===== config.mk =====
export PLATFORM = sky130hd
export DESIGN_NAME = pc_address_unit_flat
export DESIGN_NICKNAME = d
export VERILOG_FILES = /design/src/rtl/pc_address_unit_if.sv /design/src/rtl/pc_address_unit.sv /design/src/flat_wrapper.sv
export SDC_FILE = /design/constraint.sdc
export NUM_CORES = 1
export LEC_CHECK = 0
export CORE_MARGIN = 2
export CORE_UTILIZATION = 42
export DETAILED_ROUTE_END_ITERATION = 7
export PLACE_DENSITY = 0.9
export SLEW_MARGIN = 10
export SYNTH_ARGS = -nofsm -noshare
export SYNTH_HDL_FRONTEND = slang
export SYNTH_SLANG_ARGS = --single-unit

===== constraint.sdc =====
create_clock -name clk -period 2.3 [get_ports clk]
set_clock_uncertainty 0.15 [all_clocks]
set_input_delay 0.46 -clock clk [delete_from_list [all_inputs] [get_ports clk]]
set_output_delay 0.46 -clock clk [all_outputs]
set_load 0.01 [all_outputs]

===== src/rtl/pc_address_unit_if.sv =====
`default_nettype none
// ============================================================================
// Module      : pc_address_unit_if
// Description : Decoder-side bus between instruction_decode and pc_address_unit.
// Revision    : 1.0 - initial release
// ============================================================================
interface pc_address_unit_if;
    logic        clk_enable;
    logic [2:0]  pc_enable;
    logic [1:0]  address_select;
    logic [15:0] memory_address;
    logic [7:0]  alu_result;
    logic [7:0]  data_in;
    logic [15:0] address_out;
    logic [15:0] pc_out;
    logic        busy;

    modport master (
        output clk_enable, pc_enable, address_select, memory_address, alu_result, data_in,
        input  address_out, pc_out, busy
    );

    modport slave (
        input  clk_enable, pc_enable, address_select, memory_address, alu_result, data_in,
        output address_out, pc_out, busy
    );
endinterface
`default_nettype wire


===== src/rtl/pc_address_unit.sv =====
`default_nettype none
// ============================================================================
// Module      : pc_address_unit
// Description : Program counter and address-bus source mux. Optional 6502
//               reset-vector fetch enabled by defining RESET_VECTOR_FETCH_EN.
// Revision    : 1.0 - initial release
// ============================================================================
module pc_address_unit #(
    parameter logic [15:0] RESET_PC    = 16'h0000,
    parameter logic [15:0] VECTOR_ADDR = 16'hFFFC
) (
    input  wire logic         clk,
    input  wire logic         rst_n,
    pc_address_unit_if.slave  bus
);
    localparam logic [2:0] c_PC_INC1 = 3'b001;
    localparam logic [2:0] c_PC_INC2 = 3'b010;
    localparam logic [2:0] c_PC_LOAD = 3'b011;

    logic [15:0] r_pc;
    logic [15:0] w_pc_next;
    logic [15:0] w_addr_run;
    logic [15:0] w_vec_addr;
    logic        w_busy;

    always_comb begin
        w_pc_next = r_pc;
        case (bus.pc_enable)
            c_PC_INC1: w_pc_next = r_pc + 16'd1;
            c_PC_INC2: w_pc_next = r_pc + 16'd2;
            c_PC_LOAD: w_pc_next = bus.memory_address;
            default:   w_pc_next = r_pc;
        endcase
    end

    // Zero-page indexed: carry out of the ALU byte is deliberately dropped.
    always_comb begin
        w_addr_run = r_pc;
        case (bus.address_select)
            2'd1:    w_addr_run = bus.memory_address;
            2'd2:    w_addr_run = {8'h00, bus.alu_result};
            default: w_addr_run = r_pc;
        endcase
    end

`ifdef RESET_VECTOR_FETCH_EN
    typedef enum logic [1:0] {
        S_VEC_LO = 2'd0,
        S_VEC_HI = 2'd1,
        S_RUN    = 2'd2
    } state_t;

    state_t     r_state;
    logic [7:0] r_vec_lo;

    always_ff @(posedge clk or negedge rst_n) begin
        if (!rst_n) begin
            r_state  <= S_VEC_LO;
            r_vec_lo <= 8'h00;
            r_pc     <= RESET_PC;
        end else if (bus.clk_enable) begin
            case (r_state)
                S_VEC_LO: begin
                    r_vec_lo <= bus.data_in;
                    r_state  <= S_VEC_HI;
                end
                S_VEC_HI: begin
                    r_pc    <= {bus.data_in, r_vec_lo};
                    r_state <= S_RUN;
                end
                default: r_pc <= w_pc_next;
            endcase
        end
    end

    assign w_busy     = (r_state != S_RUN);
    assign w_vec_addr = (r_state == S_VEC_HI) ? (VECTOR_ADDR + 16'd1) : VECTOR_ADDR;
`else
    always_ff @(posedge clk or negedge rst_n) begin
        if (!rst_n) begin
            r_pc <= RESET_PC;
        end else if (bus.clk_enable) begin
            r_pc <= w_pc_next;
        end
    end

    wire w_unused_data = &{1'b0, bus.data_in};

    assign w_busy     = 1'b0;
    assign w_vec_addr = VECTOR_ADDR;
`endif

    assign bus.address_out = w_busy ? w_vec_addr : w_addr_run;
    assign bus.pc_out      = r_pc;
    assign bus.busy        = w_busy;

endmodule
`default_nettype wire

===== src/flat_wrapper.sv =====
// flat-port wrapper written by rule: the top's interface ports become plain ports
module pc_address_unit_flat 
#(
    parameter logic [15:0] RESET_PC    = 16'h0000,
    parameter logic [15:0] VECTOR_ADDR = 16'hFFFC
)
  (clk, rst_n, bus_clk_enable, bus_pc_enable, bus_address_select, bus_memory_address, bus_alu_result, bus_data_in, bus_address_out, bus_pc_out, bus_busy);
  pc_address_unit_if bus_i ();
  input  wire logic clk;
  input  wire logic rst_n;
  input wire logic [$bits(bus_i.clk_enable)-1:0] bus_clk_enable;
  input wire logic [$bits(bus_i.pc_enable)-1:0] bus_pc_enable;
  input wire logic [$bits(bus_i.address_select)-1:0] bus_address_select;
  input wire logic [$bits(bus_i.memory_address)-1:0] bus_memory_address;
  input wire logic [$bits(bus_i.alu_result)-1:0] bus_alu_result;
  input wire logic [$bits(bus_i.data_in)-1:0] bus_data_in;
  output wire logic [$bits(bus_i.address_out)-1:0] bus_address_out;
  output wire logic [$bits(bus_i.pc_out)-1:0] bus_pc_out;
  output wire logic [$bits(bus_i.busy)-1:0] bus_busy;
  assign bus_i.clk_enable = bus_clk_enable;
  assign bus_i.pc_enable = bus_pc_enable;
  assign bus_i.address_select = bus_address_select;
  assign bus_i.memory_address = bus_memory_address;
  assign bus_i.alu_result = bus_alu_result;
  assign bus_i.data_in = bus_data_in;
  assign bus_address_out = bus_i.address_out;
  assign bus_pc_out = bus_i.pc_out;
  assign bus_busy = bus_i.busy;
  pc_address_unit #(.RESET_PC(RESET_PC), .VECTOR_ADDR(VECTOR_ADDR)) u_core (.clk(clk), .rst_n(rst_n), .bus(bus_i));
endmodule

Word level (Yosys, flattened, before mapping)
Cells that the tools add are included.
- $add $sub $neg: 2
- equality and inequality tests: 5
- multiplexer cells: 2
- reduce and logical (&&, ||, !) cells: 2
- operators with widths (operator ; count):
    $pmux W16 S3 ; 1
    $pmux W16 S2 ; 1
    $add A16 B1 Y16 const B ; 1
    $add A16 B2 Y16 const B ; 1
    $eq A3 B2 Y1 const B ; 2
    $eq A3 B1 Y1 const B ; 1
    $reduce_bool A3 Y1 ; 1
    $eq A2 B1 Y1 const B ; 1
    $eq A2 B2 Y1 const B ; 1
    $reduce_and A2 Y1 ; 1
- bits in registers: 16
- output and inout port bits: 33
- word-level logic and storage cells: 12

Logic depth before layout (Yosys ltp)
Gate-level depths: netlist (run 1).
- word-level depth: 3
- gate-level depth with buffers: 7
- mapped depth without buffers: 6

Worst setup path after synthesis (run 1)
OpenSTA, ideal clock, no wires.
- path kind: input to output
- from: in bus_address_select[0]
- to: out bus_address_out[0]
- arrival: 1498 ps
- path slack: 192 ps
- cell stages on the path: 6
- path through: inv_1 ha_1 clkbuf_1 clkbuf_1 nand2_1 o21ai_0
- cells in the longest elaborated chain, start to end: 2
- elaborated cells between the ends (all ways): 3
- RTL lines (item ; line ; text):
    start: declaration ; flat_wrapper.sv:13 ; input wire logic [$bits(bus_i.address_select)-1:0] bus_address_select;
    $eq A2 B2 Y1 or $eq A2 B1 Y1 (tied branches) ; pc_address_unit.sv:39 ; case (bus.address_select)
    $pmux W16 S2 (*) ; pc_address_unit.sv:39 ;
    end: declaration ; flat_wrapper.sv:17 ; output wire logic [$bits(bus_i.address_out)-1:0] bus_address_out;
Mark *: on every way between the ends. The rest lies on a longest branch, timed or not.

Worst setup path in the final report (run 1)
- from: in bus_address_select[0]
- to: out bus_address_out[10]
The elaborated chain is that of the path after synthesis.

==> summary.txt, run 1 <==
Status
  – Status: complete, no violations

Routing
  – Routed wire length: 6290 um
  – Drt wl/cell: 17.1 um
  – Vias per inst: 6.18
  – Drt first pass iters: 5
  – Initial DRC count: 216
  – Detail Route Antenna Nets: 0
  – Drt drc: 0
  – Via count: 2268

Synth
  – Largest area contributor in the synthesized netlist: dfrtp_1
  – Yosys warns: 0
  – Netlist Area Pre-Place: 1620 um2
  – Synth top area share: 24.7%
  – Post-Syn Instances: 231
  – EDFF count, synth: 0
  – Count leader, synth: nand2_1
  – Top FF cell, synth: dfrtp_1
  – Seq/Total Area, Yosys: 24.7%
  – Syn nets: 275
  – Area contributors post-synth: dfrtp_1 (25%), nand2_1 (8.6%), o21ai_0 (6.8%)
  – Count of different cell masters after synthesis: 48
  – Async SR Flop Fraction: 100%
  – Top post-synthesis cells by count: nand2_1 (37), o21ai_0 (22), clkbuf_1 (16), dfrtp_1 (16), nand3_1 (13)
  – Synth Register Bits: 16
  – Mean Syn Cell Area: 7.03 um2

STA
  – Final setup viols: 0
  – Final hold viol count: 0
  – Max frequency: 442 MHz
  – Period utilization: 98.4%
  – Max-slew violation count: 0
  – Unrepaired setup endpoints after global routing: false
  – Final Critical Period: 2260 ps
  – Final Worst Setup Slack: 36.2 ps

CTS
  – Reg clk slew, reported paths: 70 ps
  – CTS Sinks: 16
  – Clock Latency Late Sink: 250 ps
  – CTS max path bufs: 2
  – CTS buffer count: 3
  – CTS tree: yes
  – Root Driver: clkbuf_8
  – H-tree lvl count: 1

Global route
  – Grt met2 use: 51.7%
  – First-pass GRT wire length: 10500 um
  – GR Layer Usage met1: 37.4%
  – Routing usage on met3: 5.45%
  – Largest net degree at the start of global routing: 19
  – Initial antenna violation count: 0
  – Grt total ovfl: 0
  – Busiest grt layer: met2
  – GRT Resource Usage Total: 30.6%
  – Vias in the first global route: 2248

Worst setup path
  – Critical Path Sink Type: primary output
  – Arrival time at the worst endpoint: 1650 ps
  – WS Path Type: in -> out
  – Worst setup SP type: input port
  – R2R depth: 6
  – CP max FO: 4
  – Data required, critical path: 1690 ps
  – FF-to-FF Start: u_core.bus.pc_out[0]$_DFFE_PN0P_
  – Worst setup path startpoint: bus_address_select[0]

Flow run
  – Max Cap Violations: 0

Placement
  – Input/output buffers: 63
  – Placer Congestion: 0.970
  – Post-DP HPWL: 4540 um
  – DP Worst Slack: -681 ps

Power and ir drop
  – Pwr Total: 1.52 mW
  – Peak supply drop: 463 uV
  – P per Cell Area: 589 nW/um2
  – Pleak: 1.07 nW

Cells and area
  – Share of layout cells above drive strength 1: 22.6%
  – Largest register FFs: 16
  – Layout Area Growth over Synthesis: 58.8%
  – Antenna fix cells: 0
  – Final core utilization: 69.9%
  – Fill count: 321
  – Nets: 365

Die
  – IO Count: 73
  – Initial Utilization: 44.0%
  – Die area: 4380 um2
  – Core ar.: 3690 um2
  – Die height: 66.2 um
  – Row count: 22
  – Die Wd: 66.2 um

Worst hold path
  – Hold Path Class: in -> async
[final timing paths]
kind | end | slack, ps
setup / recovery | bus_address_out[10] | 40
hold / removal | u_core.bus.pc_out[4]$_DFFE_PN0P_ | 390
setup reg to reg | u_core.bus.pc_out[10]$_DFFE_PN0P_ | 240
hold reg to reg | u_core.bus.pc_out[13]$_DFFE_PN0P_ | 450
max in group asynchronous | u_core.bus.pc_out[14]$_DFFE_PN0P_ | 1420
min in group clk | u_core.bus.pc_out[13]$_DFFE_PN0P_ | 450
[timing repair]
action / CTS / global route
setup buffers: 1 / 0
hold buffers: 0 / 0
gates resized for setup: 87 / 0
endpoints found under the setup margin: 16 / 0
[final cells by class]
class                           instances  area, um2  share of cell area (%)
Tap cell                               48       60.1                    2.33
Inverter                                4       15.0                   0.582
Sequential cell                        16        400                    15.5
Timing Repair Buffer                  106        917                    35.6
Multi-Input combinational cell        190       1140                    44.4
Clock buffer                            3       41.3                    1.60
[power by group]
| part | switching [mW] | internal (mW) |
|---|---|---|
| Clock | 0.102 | 0.116 |
| Combinational | 0.362 | 0.422 |
| Sequential | 0.167 | 0.350 |
[cells in the final DEF, fill, tap and decap left out, drive strengths merged, types with 3 or more instances in the layout]
cell type,count
buf,58
clkdlybuf4s50,45
nand2,37
o21ai,34
dfrtp,16
nand3,13
a21oi,12
a22oi,10
nor2,9
nand4,7
nor3,7
a31oi,6
and3,4
inv,4
ha,4
a22o,3
nor4,3
o211ai,3
a21o,3
clkbuf,3
nor3b,3
[stage by stage]
step | setup TNS (ps) | cells | cell area [um2] | hold slack (ps)
4_1_cts | 0 | 367 | 2580 | 393
3_3_place_gp | -9440 | 362 | 2540 | 428
5_1_grt | 0 | 367 | 2580 | 405
2_1_floorplan | 0 | 231 | 1620 | 14.4
6_report | 0 | 367 | 2580 | 391
3_5_place_dp | -10190 | 362 | 2540 | 419
[layer usage]
metal  part of all wire, %  wire length [um]
met5                     0                 0
met3                   8.4               531
met4                   2.9               184
met1                    39              2480
met2                    49              3090
[cell families (layout without fill, tap and decap cells)]
| group | Yosys count | in the layout | synth area share [%] |
|---|---|---|---|
| and+or+nand+nor | 91 | 91 | 27.9 |
| other | 1 | 1 | 0.231 |
| buffers and inverters | 25 | 113 | 6.70 |
| DFF | 16 | 16 | 24.7 |
| adders and majority gates | 4 | 4 | 3.08 |
| AOI/OAI and AO/OA | 90 | 90 | 35.2 |
| xor gates and xnor gates | 3 | 3 | 1.62 |
| muxes | 1 | 1 | 0.616 |
[critical path, stage by stage]
cell and delay (ps):
dlygate4sd2_1 250, buf_4 130, ha_2 190, buf_4 150, nor2b_4 130, a22o_1 200
buf_2 140
Note: power is estimated with default switching activity, not from simulation.
==> run 2, diff against run 1 <==
--- a/config.mk
+++ b/config.mk
@@ -5,7 +5,6 @@
 export SDC_FILE = /design/constraint.sdc
 export NUM_CORES = 1
 export LEC_CHECK = 0
-export CORE_MARGIN = 2
 export CORE_UTILIZATION = 42
 export DETAILED_ROUTE_END_ITERATION = 7
 export PLACE_DENSITY = 0.9
==> run 2 against run 1 <==
Compared with the run above:
- via count rose by 0.79%
- non-clock buffer count rose by 5
- largest power group unchanged
- register-to-register slack about the same
- maximum frequency up 1.2%
==> summary.txt, run 2 (synthesis gave the netlist of run 1 again) <==
Cells and area
  – Largest register FFs: 16 (unchanged)
  – Share of layout cells above drive strength 1: 23.5% (+0.89 points)
  – Area occupied by registers: 400 um2 (unchanged)
  – Fill count: 312 (-2.8%)
  – Layout Area Growth over Synthesis: 62.9%
  – Final Instance Area: 2650 um2 (+2.6%)
  – Final core utilization: 71.7% (+1.8 points)
  – Most frequent cells in the layout: clkdlybuf4s50_1 (45), buf_4 (43), nand2_1 (37)
  – Nets: 370 (+1.4%)
  – Multi-input logic area: 1160 um2 (+1.4%)
  – Commonest non-fill, non-tap cell in the layout: clkdlybuf4s50_1
  – Antenna fix cells: 0 (unchanged)

Routing
  – Drt first pass iters: 5 (unchanged)
  – Initial DRC count: 133 (-38%)
  – Detail Route Antenna Nets: 0 (unchanged)
  – Routed wire length: 6260 um (-0.54%)
  – Via count: 2286 (+0.79%)
  – Drt wl/cell: 16.8 um (-1.9%)
  – Drt drc: 0 (unchanged)
  – Vias per inst: 6.15 (-0.56%)

Worst hold path
  – Hold Path Class: in -> async

Global route
  – Vias in the first global route: 2191 (-2.5%)
  – Grt total ovfl: 0 (unchanged)
  – First-pass GRT wire length: 10400 um (-0.46%)
  – GRT Resource Usage Total: 32.5% (+1.9 points)
  – Largest net degree at the start of global routing: 19 (unchanged)
  – Initial antenna violation count: 0 (unchanged)

Worst setup path
  – Arrival time at the worst endpoint: 1630 ps (-20 ps)
  – Reg2reg setup slack: 230 ps (about the same)
  – CP max FO: 7 (+3)
  – FF-to-FF End: u_core.bus.pc_out[13]$_DFFE_PN0P_
  – Worst setup SP type: input port
  – R2R depth: 5 (-1)
  – Data required, critical path: 1690 ps (about the same)
  – FF-to-FF Start: u_core.bus.pc_out[8]$_DFFE_PN0P_
  – Critical Path Sink Type: primary output
  – WS Path Type: in -> out

Die
  – IO Count: 73 (unchanged)
  – Die height: 64.2 um (-3.0%)
  – Die Wd: 64.2 um (-3.0%)
  – Die area: 4120 um2 (-6.0%)
  – Initial Utilization: 44.0% (unchanged)
  – Core ar.: 3690 um2 (unchanged)
  – Row count: 22 (unchanged)

STA
  – Final setup viols: 0 (unchanged)
  – Period utilization: 97.3% (-1.2 points)
  – Final Critical Period: 2240 ps (-26.6 ps)
  – Unrepaired setup endpoints after global routing: false
  – Final hold viol count: 0 (unchanged)
  – Max-slew violation count: 0 (unchanged)
  – Max frequency: 447 MHz (+1.2%)

Status
  – Status: complete, no violations

CTS
  – Clock Latency Late Sink: 250 ps (about the same)
  – CTS max path bufs: 2 (unchanged)
  – CTS Sinks: 16 (unchanged)
  – Reg clk slew, reported paths: 70 ps (about the same)
  – Root Driver: clkbuf_8
  – CTS tree: yes
  – CTS buffer count: 3 (unchanged)
  – H-tree lvl count: 1 (unchanged)
  – Cts hold-fix bufs: 0 (unchanged)

Placement
  – Placer Congestion: 1.01 (+3.9%)
  – DP Area: 2570 um2 (+1.2%)
  – Input/output buffers: 63 (unchanged)
  – Post-DP HPWL: 4490 um (-1.1%)

Power and ir drop
  – Pleak: 1.11 nW (+3.7%)
  – P per Cell Area: 584 nW/um2 (-0.84%)
  – Pwr Total: 1.55 mW (+1.8%)
  – Peak supply drop: 400 uV (-14%)

Flow run
  – Max Cap Violations: 0 (unchanged)
-- run 2: cell types whose count changed in the layout (fill, tap and decap cells not counted) --
cell and change:
o21ai_2 -2, buf_2 +1, ha_4 +1, o21ai_1 -7, o21ai_0 +9, buf_4 +4
o41ai_2 +1, buf_16 +1, clkdlybuf4s15_2 -1, ha_2 -1, o41ai_1 -1, nor3b_2 -1
nor3b_4 +1
-- run 2: what timing repair did --
item | in CTS | in global routing
gates resized for setup | 79 | 2
buffers inserted | 1 | 0
endpoints found under the setup margin | 16 | 2
cloned | 2 | 0
pin swaps | 1 | 0
hold endpoints to repair | 0 | 0
-- run 2: worst max-delay path by stage --
stage,start,to,slack [ps],cells past startpoint
finish,bus_address_select[1],bus_address_out[0],60,6
detailed placement,bus_address_select[0],bus_address_out[0],-650,6
global placement,bus_address_select[0],bus_address_out[10],-630,6
CTS,bus_pc_enable[1],u_core.bus.pc_out[8]$_DFFE_PN0P_,80,7
global route,u_core.bus.pc_out[8]$_DFFE_PN0P_,u_core.bus.pc_out[13]$_DFFE_PN0P_,5,5
floorplan,bus_address_select[0],bus_address_out[0],190,6
-- run 2: through the flow --
| step | hold slack (ps) | setup slack [ps] | setup TNS [ps] | std cells |
|---|---|---|---|---|
| final | 388 | 62.8 | 0 | 372 |
| after global routing | 422 | 5.47 | 0 | 372 |
| after CTS | 399 | 78.9 | 0 | 372 |
| after detailed placement | 428 | -650 | -10170 | 366 |
| after global placement | 429 | -633 | -9860 | 366 |
| after floorplan | 14.4 | 192 | 0 | 231 |
-- run 2: layout make-up --
class                   count  share of cell area (%)
flip-flops and latches     16                    15.1
repair buffers            111                    36.6
multi-input cells         190                    43.9
well taps                  48                    2.27
clock buffers               3                    1.56
inverters                   4                   0.567
-- run 2: routing by layer --
layer	wire length, um	GRT usage, %
met5	0	0
met4	176	16.4
met3	574	6.61
met2	2940	53.3
met1	2570	40.0
-- run 2: power by group --
part | total (mW) | switching (mW) | leakage, nW | internal (mW)
Sequential | 0.511 | 0.161 | 0.204 | 0.350
Clock | 0.219 | 0.102 | 0.0216 | 0.116
Combinational | 0.816 | 0.374 | 0.883 | 0.442
Total | 1.55 | 0.637 | 1.11 | 0.909
-- run 2: critical path, stage by stage --
cell           delay (ps)
dlygate4sd2_1         280
ha_4                  420
buf_6                 140
nand2_1                70
o21ai_1               110
buf_2                 150
==> run 3, diff against run 2 <==
--- a/config.mk
+++ b/config.mk
@@ -7,8 +7,8 @@
 export LEC_CHECK = 0
 export CORE_UTILIZATION = 42
 export DETAILED_ROUTE_END_ITERATION = 7
-export PLACE_DENSITY = 0.9
-export SLEW_MARGIN = 10
+export PLACE_DENSITY_LB_ADDON = 0.05
+export SLEW_MARGIN = 20
 export SYNTH_ARGS = -nofsm -noshare
 export SYNTH_HDL_FRONTEND = slang
 export SYNTH_SLANG_ARGS = --single-unit
==> run 3 against run 2 <==
Compared with the run above:
- total power increased by 1.3%
- clock power increased by 21%
- cell count increased by 0.27%
- non-clock buffer count stayed put
- maximum frequency decreased by 0.75%
- setup slack worse by 17 ps
- highest routed layer unchanged
==> summary.txt, run 3 (synthesis gave the netlist of run 1 again) <==
Status
  – Status: complete, no violations

Routing
  – Drt drc: 0 (unchanged)
  – Via count: 2191 (-4.2%)
  – Detail Route Antenna Nets: 0 (unchanged)
  – Initial DRC count: 186 (+40%)
  – Routed wire length: 5660 um (-9.6%)
  – Drt wl/cell: 15.2 um (-9.8%)
  – Vias per inst: 5.87 (-4.4%)
  – Drt first pass iters: 5 (unchanged)

CTS
  – CTS Sinks: 16 (unchanged)
  – CTS tree: yes
  – CTS buffer count: 3 (unchanged)
  – CTS max path bufs: 2 (unchanged)
  – H-tree lvl count: 1 (unchanged)
  – Reg clk slew, reported paths: 70 ps (about the same)
  – Clock Latency Late Sink: 260 ps (about the same)
  – Root Driver: clkbuf_8

STA
  – Final hold viol count: 0 (unchanged)
  – Period utilization: 98.0% (+0.74 points)
  – Setup TNS Final: 0 ps (unchanged)
  – Hold slack: 369 ps (-19.7 ps)
  – Unrepaired setup endpoints after global routing: false
  – Max-slew violation count: 0 (unchanged)
  – Final setup viols: 0 (unchanged)
  – Final Critical Period: 2250 ps (+17.0 ps)
  – Final Worst Setup Slack: 45.8 ps (-17.0 ps)
  – Max frequency: 444 MHz (-0.75%)

Cells and area
  – Largest register FFs: 16 (unchanged)
  – Commonest non-fill, non-tap cell in the layout: clkdlybuf4s50_1
  – Antenna fix cells: 0 (unchanged)
  – Fill count: 333 (+6.7%)
  – Cell Count, Final, Fillers Out: 373 (+0.27%)
  – Most frequent cells in the layout: clkdlybuf4s50_1 (45), buf_4 (44), nand2_1 (37)
  – Final Instance Area: 2660 um2 (+0.61%)
  – Share of layout cells above drive strength 1: 22.8% (-0.69 points)
  – Final core utilization: 72.2% (+0.44 points)
  – Nets: 370 (unchanged)
  – Layout Area Growth over Synthesis: 63.9%

Global route
  – Initial antenna violation count: 0 (unchanged)
  – Vias in the first global route: 1942 (-11%)
  – GRT Resource Usage Total: 28.6% (-3.8 points)
  – Grt total ovfl: 0 (unchanged)
  – First-pass GRT wire length: 9230 um (-11%)
  – Largest net degree at the start of global routing: 19 (unchanged)

Worst setup path
  – FF-to-FF Start: u_core.bus.pc_out[1]$_DFFE_PN0P_
  – Critical Path Sink Type: primary output
  – Data required, critical path: 1690 ps (about the same)
  – Cell chain of the critical path: dlygate4sd2_1 -> buf_4 -> ha_2 -> buf_6 -> nor2b_2 -> a22o_1 -> buf_2
  – WS Path Type: in -> out
  – CP top delay family: buffers and inverters
  – FF-to-FF End: u_core.bus.pc_out[12]$_DFFE_PN0P_
  – Worst setup SP type: input port
  – CP max FO: 5 (-2)
  – R2R depth: 6 (+1)
  – Reg2reg setup slack: 260 ps (+30 ps)
  – Arrival time at the worst endpoint: 1640 ps (about the same)
  – Slowest cell delay on critical path: 240 ps (-180 ps)
  – Buf/Inv on CP: 4 (+1)
  – Crit path max-delay cell type: dlygate4sd2_1

Placement
  – Input/output buffers: 63 (unchanged)
  – Post-Place Cells: 365 (-0.27%)
  – Placer Congestion: 0.914 (-9.3%)
  – Post-DP HPWL: 4150 um (-7.5%)
  – DP Worst Slack: -664 ps (-14.0 ps)
  – DP Area: 2560 um2 (-0.29%)

Die
  – IO Count: 73 (unchanged)
  – Die Wd: 64.2 um (unchanged)
  – Initial Utilization: 44.0% (unchanged)
  – Die height: 64.2 um (unchanged)
  – Core ar.: 3690 um2 (unchanged)
  – Row count: 22 (unchanged)
  – Die area: 4120 um2 (unchanged)

Power and ir drop
  – Pwr Total: 1.57 mW (+1.3%)
  – P per Cell Area: 588 nW/um2 (+0.66%)
  – Peak supply drop: 384 uV (-4.1%)
  – Pleak: 1.09 nW (-2.1%)

Worst hold path
  – Hold Path Class: in -> async

Flow run
  – Max Cap Violations: 0 (unchanged)
==> run 3: layout make-up <==
cell class	instances	area (um2)	share of cell area, %
clock buffers	4	55.1	2.07
inverters	4	15.0	0.564
multi-input cells	190	1140	42.8
flip-flops and latches	16	400	15.0
well taps	48	60.1	2.26
repair buffers	111	993	37.3
==> run 3: routing by layer <==
| layer | GRT usage [%] | share of wire (%) |
|---|---|---|
| met1 | 37.5 | 43 |
| met2 | 47.6 | 48 |
| met3 | 5.36 | 7.5 |
| met4 | 8.33 | 1.0 |
| met5 | 0 | 0 |
==> run 3: how the worst max path moves through the flow <==
stage,to,slack [ps],startpoint,cells past startpoint
5_1_grt,bus_address_out[2],0.6,bus_address_select[1],7
3_5_place_dp,bus_address_out[10],-660,bus_address_select[0],6
3_3_place_gp,bus_address_out[15],-670,bus_address_select[0],6
2_1_floorplan,bus_address_out[0],190,bus_address_select[0],6
6_report,bus_address_out[15],50,bus_address_select[0],7
4_1_cts,u_core.bus.pc_out[10]$_DFFE_PN0P_,40,bus_pc_enable[1],7
==> run 3: repair_timing <==
item,CTS,global route
setup endpoints to repair,16,3
hold endpoints to repair,0,0
hold buffers,0,0
pin swaps,1,0
cloned,0,0
setup buffers,2,2
gates resized for setup,66,1
==> run 3: power breakdown <==
part           total, mW  internal (mW)  switching [mW]
Combinational      0.799          0.444           0.355
Sequential         0.502          0.350           0.152
Clock              0.264          0.152           0.112
